==> config.mk <==
export PLATFORM = sky130hd
export DESIGN_NAME = sccb_master
export DESIGN_NICKNAME = d
export VERILOG_FILES = /design/src/rtl/sccb_master.sv
export SDC_FILE = /design/constraint.sdc
export NUM_CORES = 1
export LEC_CHECK = 0
export BUFFER_PORTS_ARGS = -buffer_cell sky130_fd_sc_hd__buf_2
export CAP_MARGIN = 30
export CORE_UTILIZATION = 55
export CTS_CLUSTER_SIZE = 12
export DETAILED_ROUTE_END_ITERATION = 10
export GPL_ROUTABILITY_DRIVEN = 0
export HOLD_SLACK_MARGIN = 0.06
export PLACE_DENSITY = 0.75
export SLEW_MARGIN = 20
export SYNTH_ARGS = -nofsm -noshare
export SYNTH_HDL_FRONTEND = slang
export SYNTH_SLANG_ARGS = --single-unit
==> constraint.sdc <==
create_clock -name clk -period 3.2 [get_ports clk]
set_clock_uncertainty 0.2 [all_clocks]
set_input_delay 0.16 -clock clk [delete_from_list [all_inputs] [get_ports clk]]
set_output_delay 0.16 -clock clk [all_outputs]
set_load 0.05 [all_outputs]
==> src/rtl/sccb_master.sv <==
// sccb_master: write-only SCCB (I2C-like) master for camera register programming.
// Each accepted request sends a start condition, three bytes (device write ID, register
// address, register data) and then a stop condition. Every byte is followed by a ninth
// bit that is released and never sampled. Timing uses quarter-bit segments of Q clk
// cycles, where Q = CLK_FREQ / (4 * SCCB_FREQ).
//
// Ports:
//   clk      in   system clock, rising edge
//   rst_n    in   asynchronous active-low reset
//   start    in   request one register write (taken only while ready = 1)
//   address  in   [7:0] camera register address, latched on accept
//   data     in   [7:0] register value, latched on accept
//   ready    out  1 when idle and able to accept start
//   SIOC_oe  out  1 pulls SIOC low, 0 releases it (external pull-up)
//   SIOD_oe  out  1 pulls SIOD low, 0 releases it (external pull-up)
//
// All outputs are registers. They are loaded from the next-state values, so a bus
// segment appears on the same edge on which the FSM enters it.
module sccb_master #(
    parameter int unsigned CLK_FREQ    = 25000000,
    parameter int unsigned SCCB_FREQ   = 100000,
    parameter logic [7:0]  CAMERA_ADDR = 8'h42
) (
    input  logic       clk,
    input  logic       rst_n,
    input  logic       start,
    input  logic [7:0] address,
    input  logic [7:0] data,
    output logic       ready,
    output logic       SIOC_oe,
    output logic       SIOD_oe
);

    localparam int unsigned Q    = CLK_FREQ / (4 * SCCB_FREQ);
    localparam int unsigned CntW = (Q > 1) ? $clog2(Q) : 1;

    if (Q < 1) begin : g_q_check
        $error("sccb_master: CLK_FREQ / (4 * SCCB_FREQ) must be at least 1");
    end

    localparam logic [CntW-1:0] CntLoad = CntW'(Q - 1);

    typedef enum logic [1:0] {
        StIdle,
        StStart,
        StTxByte,
        StStop
    } state_t;

    state_t          r_state, w_state_d;
    logic [1:0]      r_seg,   w_seg_d;    // segment within the current state or bit
    logic [3:0]      r_bit,   w_bit_d;    // 0..7 data bits, 8 = released ninth bit
    logic [1:0]      r_byte,  w_byte_d;   // 0 = device ID, 1 = address, 2 = data
    logic [CntW-1:0] r_cnt,   w_cnt_d;    // cycles left in the current segment
    logic [7:0]      r_addr,  w_addr_d;
    logic [7:0]      r_data,  w_data_d;
    logic            r_ready, w_ready_d;
    logic            r_sioc,  w_sioc_d;
    logic            r_siod,  w_siod_d;

    logic            w_accept;
    logic [7:0]      w_tx_byte;
    logic            w_tx_bit;

    assign w_accept = start & r_ready;

    // Next-state: segment sequencing and request latching.
    always_comb begin
        w_state_d = r_state;
        w_seg_d   = r_seg;
        w_bit_d   = r_bit;
        w_byte_d  = r_byte;
        w_cnt_d   = r_cnt;
        w_addr_d  = r_addr;
        w_data_d  = r_data;

        if (r_state == StIdle) begin
            if (w_accept) begin
                w_state_d = StStart;
                w_seg_d   = 2'd0;
                w_bit_d   = 4'd0;
                w_byte_d  = 2'd0;
                w_cnt_d   = CntLoad;
                w_addr_d  = address;
                w_data_d  = data;
            end
        end else if (r_cnt != '0) begin
            w_cnt_d = r_cnt - CntW'(1);
        end else begin
            w_cnt_d = CntLoad;
            case (r_state)
                StStart: begin
                    if (r_seg == 2'd0) begin
                        w_seg_d = 2'd1;
                    end else begin
                        w_state_d = StTxByte;
                        w_seg_d   = 2'd0;
                        w_bit_d   = 4'd0;
                        w_byte_d  = 2'd0;
                    end
                end
                StTxByte: begin
                    if (r_seg != 2'd3) begin
                        w_seg_d = r_seg + 2'd1;
                    end else begin
                        w_seg_d = 2'd0;
                        if (r_bit != 4'd8) begin
                            w_bit_d = r_bit + 4'd1;
                        end else begin
                            w_bit_d = 4'd0;
                            if (r_byte != 2'd2) begin
                                w_byte_d = r_byte + 2'd1;
                            end else begin
                                w_state_d = StStop;
                                w_byte_d  = 2'd0;
                            end
                        end
                    end
                end
                StStop: begin
                    if (r_seg != 2'd2) begin
                        w_seg_d = r_seg + 2'd1;
                    end else begin
                        w_state_d = StIdle;
                        w_seg_d   = 2'd0;
                        w_cnt_d   = '0;
                    end
                end
                default: begin
                    w_state_d = StIdle;
                    w_seg_d   = 2'd0;
                    w_cnt_d   = '0;
                end
            endcase
        end
    end

    // Bus levels for the segment being entered.
    always_comb begin
        w_tx_byte = (w_byte_d == 2'd0) ? CAMERA_ADDR :
                    (w_byte_d == 2'd1) ? w_addr_d : w_data_d;
        // The ninth bit is sent as a 1, which leaves SIOD released for the slave's ack.
        w_tx_bit  = (w_bit_d == 4'd8) ? 1'b1 : w_tx_byte[3'd7 - w_bit_d[2:0]];

        w_ready_d = 1'b0;
        w_sioc_d  = 1'b0;
        w_siod_d  = 1'b0;
        case (w_state_d)
            StIdle: begin
                w_ready_d = 1'b1;
            end
            StStart: begin
                w_sioc_d = (w_seg_d != 2'd0);
                w_siod_d = 1'b1;
            end
            StTxByte: begin
                // SIOC low for segments 0-1, high for 2-3; SIOD only moves at segment 0.
                w_sioc_d = ~w_seg_d[1];
                w_siod_d = ~w_tx_bit;
            end
            StStop: begin
                w_sioc_d = (w_seg_d == 2'd0);
                w_siod_d = (w_seg_d != 2'd2);
            end
            default: begin
                w_ready_d = 1'b1;
            end
        endcase
    end

    always_ff @(posedge clk or negedge rst_n) begin
        if (!rst_n) begin
            r_state <= StIdle;
            r_seg   <= 2'd0;
            r_bit   <= 4'd0;
            r_byte  <= 2'd0;
            r_cnt   <= '0;
            r_addr  <= 8'd0;
            r_data  <= 8'd0;
            r_ready <= 1'b1;
            r_sioc  <= 1'b0;
            r_siod  <= 1'b0;
        end else begin
            r_state <= w_state_d;
            r_seg   <= w_seg_d;
            r_bit   <= w_bit_d;
            r_byte  <= w_byte_d;
            r_cnt   <= w_cnt_d;
            r_addr  <= w_addr_d;
            r_data  <= w_data_d;
            r_ready <= w_ready_d;
            r_sioc  <= w_sioc_d;
            r_siod  <= w_siod_d;
        end
    end

    assign ready   = r_ready;
    assign SIOC_oe = r_sioc;
    assign SIOD_oe = r_siod;

endmodule

==> qor.csv <==
stage,metric,value,unit
route,drt wl/cell,15.61,µm
yosys,syn_nets,243,
power_and_ir_drop,leakage,1.206,nW
cts,CTS Buf Count,5,
final_layout,diode count,0,
yosys,Syn. warnings,0,
cts,clk_lat worst skew,280,ps
route,drt initial violations,139,
sta,Tcrit/Tclk final,97.55,%
floorplanning,Top-Level Pins,22,
power_and_ir_drop,pwr dens,296.2,mW/mm²
cts,CTS tree,built,
status,status,"finished, final reports clean",
yosys,synthesized area,0.002128,mm²
yosys,#FFs+latches synth,35,
placement,Post-DP HPWL,3.285,mm
yosys,post-synth cell types,55,
cts,CTS root buffer,clkbuf_8,
setup_path,Startpoint Class,flop,
placement,I/O Buffers,21,
final_layout,Fillers,275,
power_and_ir_drop,Logic pwr share,4.5,%
sta,Peak Freq,0.3203,GHz
floorplanning,die area,0.004122,mm²
cts,clk buf depth,2,
global_route,vias in the first global route,1754,
power_and_ir_drop,power share of the clock group,39.1,%
floorplanning,Die Ht,64.21,µm
sta,min Tclk post-route,3122,ps
final_layout,nets@finish,293,
yosys,"EDFF count, synth",0,
yosys,"Seq/Total Area, Yosys",41.21,%
sta,final setup margin,78.34,ps
yosys,synthesized area per cell,10.04,µm²
flow_run,Max Cap Viol,0,
placement,pre-CTS setup slack,117.9,ps
yosys,Syn Inst Count,212,
setup_path,Worst EP required,3160,ps
worst_hold_path,worst hold path class,in -> reg,
setup_path,Arrival @ worst endpoint,3090,ps
power_and_ir_drop,Psw,0.1676,mW
setup_path,CP startpoint,r_state[0]$_DFF_PN0_,
setup_path,worst reg2reg path endpoint,SIOD_oe$_DFF_PN0_,
placement,dpl cells,282,
route,Post-DRT Antenna Nets,0,
setup_path,worst reg-to-reg path cell count,11,
cts,"Clk pin slew, worst setup/hold paths",70,ps
setup_path,Setup crit end,SIOD_oe$_DFF_PN0_,
route,total vias in the final route,1812,
global_route,maximum number of pins on one net before global-route repair,36,
final_layout,non-filler instance count after layout,311,
sta,worst-margin pin slew,782.8,ps
final_layout,share of layout cells above drive strength 1,27.76,%
cts,clock sinks,35,
global_route,"Remaining Overflow, GRT",0,
power_and_ir_drop,total power,0.7850,mW
floorplanning,core area,0.003689,mm²
global_route,total track usage,26.42,%
floorplanning,Row Count,22,
floorplanning,chip width,64.21,µm
yosys,post-synthesis async set-or-reset flop share,100.0,%
setup_path,crit path max fanout,5,
cts,# H-tree levels,2,
yosys,cell taking the most area after synthesis,dfrtp_1,
yosys,commonest register cell after synthesis,dfrtp_1,
power_and_ir_drop,internal power,0.6174,mW
route,Routed WL,4.854,mm
setup_path,origin of the critical flop-to-flop path,r_state[0]$_DFF_PN0_,
setup_path,reg2reg setup slack,80,ps
sta,Max transition margin,47.81,%
sta,post-route setup TNS,0,ps
power_and_ir_drop,Max VDD drop,0.0002368,V
route,residual DRC count,0,
sta,"Slew Viols, Final",0,
yosys,Yosys top cell area share,39.98,%
global_route,first-pass GRT wire length,8.273,mm
global_route,initial antenna violation count,0,
worst_hold_path,cell depth of the worst hold path,5,
final_layout,Util after Layout,71.85,%
yosys,"top cells by area, synth","dfrtp_1, mux2_2, ha_1, nor2_1, o21ai_0",
route,TritonRoute pass-1 iters,4,
sta,final setup vio count,0,
setup_path,crit end category,flop,
setup_path,kind of critical path,reg -> reg,
final_layout,area growth from synthesis to layout,24.51,%
floorplanning,initial core utilization,57.70,%
route,Via density,5.826,
sta,endpoints failing hold,0,
power_and_ir_drop,share of power burned in registers,56.3,%
power_and_ir_drop,Net Sw Frac,21.35,%
==> flip-flops by register name (all words and copies together), names as in the netlist <==
register / count
r_seg: 2
r_byte: 2
SIOD_oe: 1
SIOC_oe: 1
r_cnt: 6
ready: 1
r_state: 2
r_data: 8
r_bit: 4
r_addr: 8
==> through the flow <==
step           area [µm²]  hold slack (ps)
5_1_grt              2650            227.4
3_3_place_gp         2321            78.31
6_report             2650            204.9
4_1_cts              2575            193.2
2_1_floorplan        2128           -335.6
3_5_place_dp         2321            78.13
==> worst max-delay path: stages (launching register included) <==
cell	delay [ps]
dfrtp_1	410
buf_4	140
ha_2	200
a211o_1	350
o31a_1	340
o21a_1	200
nor2_2	170
inv_2	80
or4b_1	520
o31a_1	110
a32oi_1	180
o31ai_1	90
==> cells by family (layout without fill, tap and decap cells) <==
logic type / count (synthesis) / after routing / synth area share, %
DFF: 35 / 35 / 41.21
adders and majority gates: 12 / 12 / 7.054
muxes: 17 / 17 / 8.877
buffers and inverters: 22 / 73 / 4.350
and+or+nand+nor: 65 / 65 / 17.58
AOI/OAI and AO/OA: 61 / 61 / 20.93
==> synth_stat cells (5+ instances only) <==
library cell and instances:
clkbuf_1 5, mux2_2 15, a21oi_1 9, nand2_1 10, nor2_1 19, inv_1 14, o21ai_0 11, ha_1 12
nor2b_1 5, o31ai_1 6, nand3_1 7, dfrtp_1 34
==> cell usage in the layout, fill, tap and decap left out, types with 3 or more instances in the layout <==
| cell type | instances |
|---|---|
| or3b_2 | 3 |
| clkbuf_8 | 5 |
| nand2_1 | 10 |
| a21oi_1 | 9 |
| nor2_1 | 18 |
| buf_2 | 21 |
| nor2b_1 | 5 |
| ha_1 | 9 |
| mux2_2 | 15 |
| dfrtp_1 | 33 |
| inv_1 | 13 |
| o21ai_0 | 11 |
| o2111ai_1 | 3 |
| nand3_1 | 7 |
| nand4_1 | 3 |
| o31ai_1 | 5 |
| buf_4 | 12 |
| dlygate4sd3_1 | 17 |
| o31a_1 | 3 |
==> worst min path at each step <==
| stage | startpoint | endpoint | slack (ps) |
|---|---|---|---|
| 2_1_floorplan | rst_n | SIOC_oe$_DFF_PN0_ | -340 |
| 3_3_place_gp | rst_n | r_bit[3]$_DFF_PN0_ | 80 |
| 3_5_place_dp | rst_n | r_bit[3]$_DFF_PN0_ | 80 |
| 4_1_cts | start | r_cnt[1]$_DFFE_PN0P_ | 190 |
| 5_1_grt | start | r_cnt[1]$_DFFE_PN0P_ | 230 |
| 6_report | start | r_cnt[1]$_DFFE_PN0P_ | 200 |
==> metal layers <==
| metal | wire (µm) | GRT usage, % | up-vias |
|---|---|---|---|
| met5 | 0 | 0 | - |
| met4 | 29 | 8.889 | 0 |
| met1 | 2235 | 34.79 | 887 |
| li1 | - | - | 885 |
| met3 | 159 | 5.000 | 2 |
| met2 | 2429 | 43.62 | 38 |
==> timing repair <==
| item | in CTS | in global routing |
|---|---|---|
| endpoints found under the hold margin | 50 | 0 |
| setup endpoints to repair | 0 | 1 |
| gates resized for setup | 0 | 10 |
| hold buffers | 17 | 0 |
| buffers inserted | 0 | 4 |
==> cell type report <==
| class | count | area (µm²) | share of cell area, % |
|---|---|---|---|
| Tap cell | 48 | 60.06 | 2.266 |
| Multi-Input combinational cell | 155 | 1199 | 45.23 |
| Clock buffer | 7 | 76.32 | 2.880 |
| Clock inverter | 1 | 7.507 | 0.2833 |
| Inverter | 14 | 52.55 | 1.983 |
| Sequential cell | 35 | 878.3 | 33.14 |
| Timing Repair Buffer | 51 | 376.6 | 14.21 |
==> power groups by stage <==
stage               clock, mW  combinational, mW  sequential [mW]
floorplan                   0           0.000242            0.451
global placement            0             0.0194            0.451
detailed placement          0             0.0197            0.451
CTS                     0.317             0.0353            0.442
global route            0.334             0.0396            0.442
finish                  0.307             0.0356            0.442
No activity file was read; power rests on OpenSTA's default activity.
